$ cat src/rtl/mem_port_arbiter.sv
// Round-robin arbiter sharing one memory port between instruction fetch and load/store.
// One transaction in flight at a time; a watchdog forces an error response if memory stalls.
module mem_port_arbiter #(
  parameter int AW      = 32,
  parameter int DW      = 32,
  parameter int TIMEOUT = 255
) (
  input  logic          clk,
  input  logic          rst_n,
  input  logic          ifu_req_valid,
  output logic          ifu_req_ready,
  input  logic [AW-1:0] ifu_addr,
  output logic          ifu_resp_valid,
  input  logic          ifu_resp_ready,
  output logic [DW-1:0] ifu_rdata,
  input  logic          lsu_req_valid,
  output logic          lsu_req_ready,
  input  logic [AW-1:0] lsu_addr,
  input  logic          lsu_wen,
  input  logic [2:0]    lsu_memop,
  input  logic [DW-1:0] lsu_wdata,
  output logic          lsu_resp_valid,
  input  logic          lsu_resp_ready,
  output logic [DW-1:0] lsu_rdata,
  output logic          mem_req_valid,
  input  logic          mem_req_ready,
  output logic [AW-1:0] mem_addr,
  output logic          mem_wen,
  output logic [2:0]    mem_memop,
  output logic [DW-1:0] mem_wdata,
  input  logic          mem_resp_valid,
  output logic          mem_resp_ready,
  input  logic [DW-1:0] mem_rdata,
  output logic          err
);

  localparam int CW = $clog2(TIMEOUT + 1);

  typedef enum logic [1:0] {
    IDLE  = 2'd0,
    ISSUE = 2'd1,
    WAIT  = 2'd2,
    RESP  = 2'd3
  } state_t;

  state_t          state_r;
  state_t          state_nx_s;
  logic            last_lsu_r;
  logic            owner_lsu_r;
  logic [AW-1:0]   addr_r;
  logic            wen_r;
  logic [2:0]      memop_r;
  logic [DW-1:0]   wdata_r;
  logic [DW-1:0]   rdata_r;
  logic [CW-1:0]   wd_cnt_r;
  logic            err_r;
  logic            gnt_ifu_s;
  logic            gnt_lsu_s;
  logic            timeout_s;
  logic            owner_ready_s;

  // The port that did not win last time takes a tie.
  assign gnt_ifu_s     = ifu_req_valid && (!lsu_req_valid || last_lsu_r);
  assign gnt_lsu_s     = lsu_req_valid && (!ifu_req_valid || !last_lsu_r);
  assign timeout_s     = (wd_cnt_r == CW'(TIMEOUT - 1));
  assign owner_ready_s = owner_lsu_r ? lsu_resp_ready : ifu_resp_ready;

  assign ifu_req_ready  = rst_n && (state_r == IDLE) && gnt_ifu_s;
  assign lsu_req_ready  = rst_n && (state_r == IDLE) && gnt_lsu_s;
  assign mem_req_valid  = (state_r == ISSUE);
  assign mem_resp_ready = (state_r == WAIT);
  assign mem_addr       = addr_r;
  assign mem_wen        = wen_r;
  assign mem_memop      = memop_r;
  assign mem_wdata      = wdata_r;
  assign ifu_resp_valid = (state_r == RESP) && !owner_lsu_r;
  assign lsu_resp_valid = (state_r == RESP) && owner_lsu_r;
  assign ifu_rdata      = ifu_resp_valid ? rdata_r : {DW{1'b0}};
  assign lsu_rdata      = lsu_resp_valid ? rdata_r : {DW{1'b0}};
  assign err            = err_r;

  // Next-state decode for the transaction sequence.
  always_comb begin
    state_nx_s = state_r;
    case (state_r)
      IDLE: begin
        if (gnt_ifu_s || gnt_lsu_s) state_nx_s = ISSUE;
        else                        state_nx_s = IDLE;
      end
      ISSUE: begin
        if (mem_req_ready) state_nx_s = WAIT;
        else               state_nx_s = ISSUE;
      end
      WAIT: begin
        if (mem_resp_valid || timeout_s) state_nx_s = RESP;
        else                             state_nx_s = WAIT;
      end
      RESP: begin
        if (owner_ready_s) state_nx_s = IDLE;
        else               state_nx_s = RESP;
      end
      default: state_nx_s = IDLE;
    endcase
  end

  // State register.
  always_ff @(posedge clk or negedge rst_n) begin
    if (!rst_n) state_r <= IDLE;
    else        state_r <= state_nx_s;
  end

  // Request capture, watchdog and response capture.
  always_ff @(posedge clk or negedge rst_n) begin
    if (!rst_n) begin
      last_lsu_r  <= 1'b1;
      owner_lsu_r <= 1'b0;
      addr_r      <= {AW{1'b0}};
      wen_r       <= 1'b0;
      memop_r     <= 3'b000;
      wdata_r     <= {DW{1'b0}};
      rdata_r     <= {DW{1'b0}};
      wd_cnt_r    <= {CW{1'b0}};
      err_r       <= 1'b0;
    end else begin
      case (state_r)
        IDLE: begin
          if (gnt_ifu_s || gnt_lsu_s) begin
            owner_lsu_r <= gnt_lsu_s;
            last_lsu_r  <= gnt_lsu_s;
            addr_r      <= gnt_lsu_s ? lsu_addr : ifu_addr;
            wen_r       <= gnt_lsu_s && lsu_wen;
            memop_r     <= gnt_lsu_s ? lsu_memop : 3'b010;
            wdata_r     <= gnt_lsu_s ? lsu_wdata : {DW{1'b0}};
          end
        end
        ISSUE: begin
          if (mem_req_ready) wd_cnt_r <= {CW{1'b0}};
        end
        WAIT: begin
          wd_cnt_r <= wd_cnt_r + CW'(1);
          if (mem_resp_valid) begin
            rdata_r <= wen_r ? {DW{1'b0}} : mem_rdata;
          end else if (timeout_s) begin
            rdata_r <= {DW{1'b0}};
            err_r   <= 1'b1;
          end
        end
        default: begin
        end
      endcase
    end
  end

endmodule

$ cat config.mk
export PLATFORM = sky130hd
export DESIGN_NAME = mem_port_arbiter
export DESIGN_NICKNAME = d
export VERILOG_FILES = /design/src/rtl/mem_port_arbiter.sv
export SDC_FILE = /design/constraint.sdc
export NUM_CORES = 1
export LEC_CHECK = 0
export BUFFER_PORTS_ARGS = -buffer_cell sky130_fd_sc_hd__buf_2
export CAP_MARGIN = 20
export CORE_UTILIZATION = 46
export DETAILED_ROUTE_END_ITERATION = 12
export MAX_ROUTING_LAYER = met4
export PLACE_DENSITY = 0.86
export SKIP_CTS_REPAIR_TIMING = 1
export SLEW_MARGIN = 20
export SYNTH_ARGS = -nofsm -noshare
export SYNTH_HDL_FRONTEND = slang
export SYNTH_SLANG_ARGS = --single-unit
$ cat constraint.sdc
create_clock -name clk -period 2.2 [get_ports clk]
set_clock_uncertainty 0.1 [all_clocks]
set_input_delay 0.44 -clock clk [delete_from_list [all_inputs] [get_ports clk]]
set_output_delay 0.44 -clock clk [all_outputs]
set_load 0.1 [all_outputs]
### Word-level counts from Yosys, hierarchy flattened

Cells that the tools add are included.

* flip-flop bits (word level): 113
* output and inout port bits: 139
* word-level logic and storage cells: 56
* input bits: 140

* bitwise operators: 1
* reduce and logical (&&, ||, !) cells: 23
* eq/ne operators: 5
* $add $sub $neg: 1
* multiplexer cells: 16

Operator list (number)
* 32-bit two-way mux: 7
* 8-bit one-hot mux with 2 select lines: 1
* 8-bit by 1-bit adder with 8-bit output, second input constant: 1
* 8-bit == test, second input constant: 1
* 1-bit logical AND: 8
* 8-bit two-way mux: 1
* 2-bit one-hot mux with 4 select lines: 1
* 2-bit AND reduction: 3
* 2-bit == test, second input constant: 2
* 1-bit logical NOT: 4
* 1-bit logical OR: 4
* 2-bit two-way mux: 2
* 2-bit nonzero test: 2
* 1-bit two-way mux: 3
* 3-bit two-way mux: 1
* 3-bit AND reduction: 1
* 2-bit by 1-bit == test with 1-bit output, second input constant: 1
* 2-bit logical NOT: 1
* 2-bit by 1-bit inequality test with 1-bit output, second input constant: 1
* 1-bit NOT: 1

### Logic depth before layout (Yosys ltp)

* word-level depth: 6
* gate-level depth with buffers: 6
* mapped depth without buffers: 4

### Worst setup path before layout

No wires, ideal clock.

* path type: reg-to-output
* start point: reg state_r[0]
* end point: out ifu_rdata[22]
* path buffers: 2
* path slack: -0.888 ns
* arrival: 2.548 ns
* stages on the path, launching flop included: 6
* data required time: 1.660 ns
* cells stage by stage: dfrtp_1 > buf_6 > nand2_1 > nor2_1 > clkbuf_1 > and2_1

* word-level cells in the longest chain between the ends: 3

Ends and longest elaborated chain
* from (decl): RTL line 46 `state_t state_r;`
* from (signal assigned): RTL line 109 `else state_r <= state_nx_s;`
* 2-bit == test: RTL line 76 `assign ifu_resp_valid = (state_r == RESP) && !owner_lsu_r;`
* 1-bit logical AND: RTL line 76
* net ifu_resp_valid: RTL line 13 `output logic ifu_resp_valid,`
* 32-bit two-way mux: RTL line 78 `assign ifu_rdata = ifu_resp_valid ? rdata_r : {DW{1'b0}};`
* to (decl): RTL line 15 `output logic [DW-1:0] ifu_rdata,`

The timed path passes the listed nets, and every way through them passes these cells.

### Worst setup path in the final report

* start point: reg owner_lsu_r
* end point: out lsu_rdata[24]

* word-level cells in the longest chain between the ends: 2

Ends and longest elaborated chain
* from (decl): RTL line 49 `logic owner_lsu_r;`
* from (signal assigned): RTL line 128 `owner_lsu_r <= gnt_lsu_s;`
* 1-bit logical AND: RTL line 77 `assign lsu_resp_valid = (state_r == RESP) && owner_lsu_r;`
* 32-bit two-way mux: RTL line 79 `assign lsu_rdata = lsu_resp_valid ? rdata_r : {DW{1'b0}};`
* to (decl): RTL line 24 `output logic [DW-1:0] lsu_rdata,`

No other way between the ends.

==> metrics.log <==
[metrics] outcome: finished clean
[metrics] max-slew violation count: 0
[metrics] most used cell along the critical path: sky130_fd_sc_hd__buf_12
[metrics] total congestion overflow: 0
[metrics] worst min path class: input port to async pin
[metrics] share of synthesized area occupied by flip-flops and latches: 52.12%
[metrics] Floorplan Core Area: 11,470 sq um
[metrics] DRC marker count from the first detailed-route iteration: 346
[metrics] cell count after synthesis: 433
[metrics] estimated wirelength of the detail-placed design: 11.65 mm
[metrics] wire length of the first global-routing pass: 25.81 mm
[metrics] fill cell total of the finished layout: 729
[metrics] initial cell density of the core: 47.33%
[metrics] number of placement rows: 39
[metrics] Die Outline Area: 12,240 sq um
[metrics] antenna violations before repair: 2
[metrics] Setup-failing EPs final: 0
[metrics] Max-Cap Viols: 0
[metrics] cell area after layout: 8735 sq um
[metrics] Yosys top cell area share: 51.64%
[metrics] Final min period: 2.160 ns
[metrics] number of warnings printed during yosys synthesis: 0
[metrics] Mapped Avg Cell Area: 12.54 sq um
[metrics] launching element type of the critical path: flip-flop
[metrics] family with the most delay on the worst path: flip-flops
[metrics] routed length on met1: 6.266 mm
[metrics] max-slew headroom at the worst pin: 60.31%
[metrics] TritonCTS clock tree: built
[metrics] Peak Freq: 462.9 MHz
[metrics] hold violation total from the final report: 0
[metrics] critical path type: flip-flop to output pin
[metrics] die span in y: 110.6 um
[metrics] number of clock sinks: 113
[metrics] critical path depth: 4
[metrics] htree depth: 4
[metrics] sequential cell area: 2833 sq um
[metrics] share of cells above drive strength 1: 61.98%
[metrics] unrepaired setup endpoints after global routing: yes
[metrics] footprint of the multi-input gates: 2454 sq um
[metrics] number of distinct library cell variants in the gate-level netlist after synthesis: 37
[metrics] final layout net count: 856
[metrics] placed standard-cell area: 8008 sq um
[metrics] total iterations of the first detailed-routing run: 4
[metrics] Synth Net Count: 575
[metrics] number of nets with antenna violations after detailed routing: 0
[metrics] post-detailed-route wirelength per cell: 18.89 um
[metrics] post-layout util: 76.17%
[metrics] remaining routing DRC violations: 0
[metrics] post-CTS clock slew at the launch and capture registers of the worst setup and hold paths: 0.05 ns
[metrics] placed cell count: 834
[metrics] maximum count of clock buffers along a single path: 2
[metrics] boundary pin count: 279
[metrics] maximum cell stage delay along the critical path: 0.44 ns
[metrics] worst-path fanout max: 33
[metrics] root buffer cell: sky130_fd_sc_hd__clkbuf_16
[metrics] vias in the first global route: 4,913
[metrics] sum of met2 wire segment lengths after detailed routing: 8.995 mm
[metrics] average via count per standard cell: 5.382
[metrics] library cell with the largest summed area after synthesis: sky130_fd_sc_hd__dfrtp_1
[metrics] number of synthesized register bits: 113
[metrics] WL final: 16.45 mm
[metrics] largest net degree at the start of global routing: 114
[metrics] overall via count from detail_route: 4,688
[metrics] Num CTS Buffers: 17
[metrics] top layer used by detailed routing: met4
[metrics] Worst Max-Slew Pin Slew: 0.5953 ns
[metrics] chain of cells forming the critical path: and3_1, buf_12, and2_2, buf_12
[metrics] data arrival at the endpoint of the critical path: 1.62 ns
[metrics] critical-path cell with the highest stage delay: sky130_fd_sc_hd__dfrtp_2
[metrics] area grow syn2layout: 60.93%
[metrics] cell area after technology mapping: 5428 sq um
[metrics] clock latency of the later-clocked register in the worst-skew pair: 0.39 ns
[metrics] depth of the worst register-to-register path: 5
[metrics] buffers plus inverters on the worst setup path: 2
[metrics] port bufs: 278
[metrics] cells taking the most area after synthesis: sky130_fd_sc_hd__dfrtp_1, sky130_fd_sc_hd__mux2_2, sky130_fd_sc_hd__and2_1, sky130_fd_sc_hd__a22o_1, sky130_fd_sc_hd__a221o_1
[metrics] die width: 110.6 um
[metrics] aggregate global-route resource usage: 27.81%
[metrics] type of destination of the critical path: output pin
[metrics] met3 layer wire length in the routed design: 667 um
[metrics] Layout Cells excl Fill: 871
[metrics] share of the clock period used by the worst path after layout: 98.19%
[metrics] Critical Path RT: 1.66 ns
[metrics] final weighted congestion in routability-driven placement: 0.9160
## sequential cells by signal, summed over array words and instances, names as in the netlist
name         cells
mem_wdata       32
state_r          2
last_lsu_r       1
err              1
wd_cnt_r         8
rdata_r         32
mem_wen          1
owner_lsu_r      1
mem_memop        3
mem_addr        32
## Yosys cell counts, drive strengths merged
cell    number
and3         3
nand2        9
ha           2
a22oi        1
mux2i        5
and2        97
inv          6
a221o       32
nand2b       1
nor3         1
nand3b       1
mux2        65
nor2b        1
a41oi        1
o31ai        2
nand4        2
a21o         3
buf         20
a22o        35
o311ai       1
a21boi       1
o21ai        3
a21oi        2
nand3        7
o221ai       1
dfstp        1
dfrtp      112
and4         1
or4          1
clkbuf      12
nor2         2
nor3b        2
## through the flow
step	setup WS, ns	TNS [ns]	hold slack (ns)
after CTS	-0.1819	-7.397	0.08269
after detailed placement	0.2273	0	0.3801
final	0.03985	0	0.06140
after global routing	-0.03462	-0.5538	0.1013
after floorplan	-0.2333	-1.142	0.04441
after global placement	0.2892	0	0.3577
## layout make-up
cell class | instances | share of cell area (%)
antenna | 2 | 0.05730
clock buffer | 20 | 5.343
clock inverter | 11 | 1.834
inverter | 6 | 0.3008
multi-input combinational | 282 | 28.09
sequential | 113 | 32.43
tap | 143 | 2.048
timing repair buffer | 294 | 29.90
## cells in the final DEF, fill, tap and decap left out, types with 2 or more instances in the layout
cell type,n
sky130_fd_sc_hd__a21o_1,3
sky130_fd_sc_hd__and2_4,12
sky130_fd_sc_hd__bufinv_16,4
sky130_fd_sc_hd__ha_1,2
sky130_fd_sc_hd__mux2_2,65
sky130_fd_sc_hd__a221o_2,2
sky130_fd_sc_hd__clkinv_2,5
sky130_fd_sc_hd__and2_1,52
sky130_fd_sc_hd__and2_2,33
sky130_fd_sc_hd__clkbuf_8,3
sky130_fd_sc_hd__diode_2,2
sky130_fd_sc_hd__nand4_1,2
sky130_fd_sc_hd__buf_4,9
sky130_fd_sc_hd__mux2i_1,5
sky130_fd_sc_hd__clkbuf_16,18
sky130_fd_sc_hd__buf_2,208
sky130_fd_sc_hd__dfrtp_2,3
sky130_fd_sc_hd__a221o_1,30
sky130_fd_sc_hd__a22o_1,35
sky130_fd_sc_hd__nand3_1,7
sky130_fd_sc_hd__inv_1,5
sky130_fd_sc_hd__nand2_1,8
sky130_fd_sc_hd__o31ai_1,2
sky130_fd_sc_hd__dfrtp_1,109
sky130_fd_sc_hd__o21ai_0,2
sky130_fd_sc_hd__buf_12,72
sky130_fd_sc_hd__clkinvlp_4,3
sky130_fd_sc_hd__and3_1,3
## logic make-up (layout without fill, tap and decap cells)
| logic type | count (synthesis) | count (layout) | share of synthesized area (%) |
|---|---|---|---|
| other | 0 | 2 | 0 |
| muxes | 70 | 70 | 14.41 |
| and+or+nand+nor | 128 | 128 | 14.45 |
| buffers and inverters | 38 | 331 | 4.426 |
| DFF | 113 | 113 | 52.12 |
| adders and majority gates | 2 | 2 | 0.4610 |
| AOI/OAI and AO/OA | 82 | 82 | 14.13 |
## worst register-to-register path, cell delays in order, from the launching register on
cell and delay (ns):
sky130_fd_sc_hd__dfrtp_2 0.41, sky130_fd_sc_hd__nand2b_1 0.21, sky130_fd_sc_hd__buf_4 0.38, sky130_fd_sc_hd__nor3b_4 0.08, sky130_fd_sc_hd__buf_4 0.26, sky130_fd_sc_hd__a221o_2 0.38
## final timing paths
check | from | end | slack (ns)
max | owner_lsu_r | lsu_rdata[24] | 0.04
min | rst_n | mem_addr[2] | 0.06
max reg2reg | state_r[0] | rdata_r[0] | 0.27
min reg2reg | mem_wdata[31] | mem_wdata[31] | 0.40
max in group asynchronous | rst_n | state_r[1] | 1.48
min in group clk | lsu_memop[0] | mem_memop[0] | 0.17
## routing by layer
| metal | up-vias | GRT usage [%] |
|---|---|---|
| li1 | 2138 | - |
| met5 | - | - |
| met2 | 168 | 47.58 |
| met1 | 2341 | 31.20 |
| met3 | 41 | 6.476 |
| met4 | 0 | 11.64 |
Power is not shown: default switching activity piles up to over one toggle a cycle in this logic, so the estimate is an artifact.
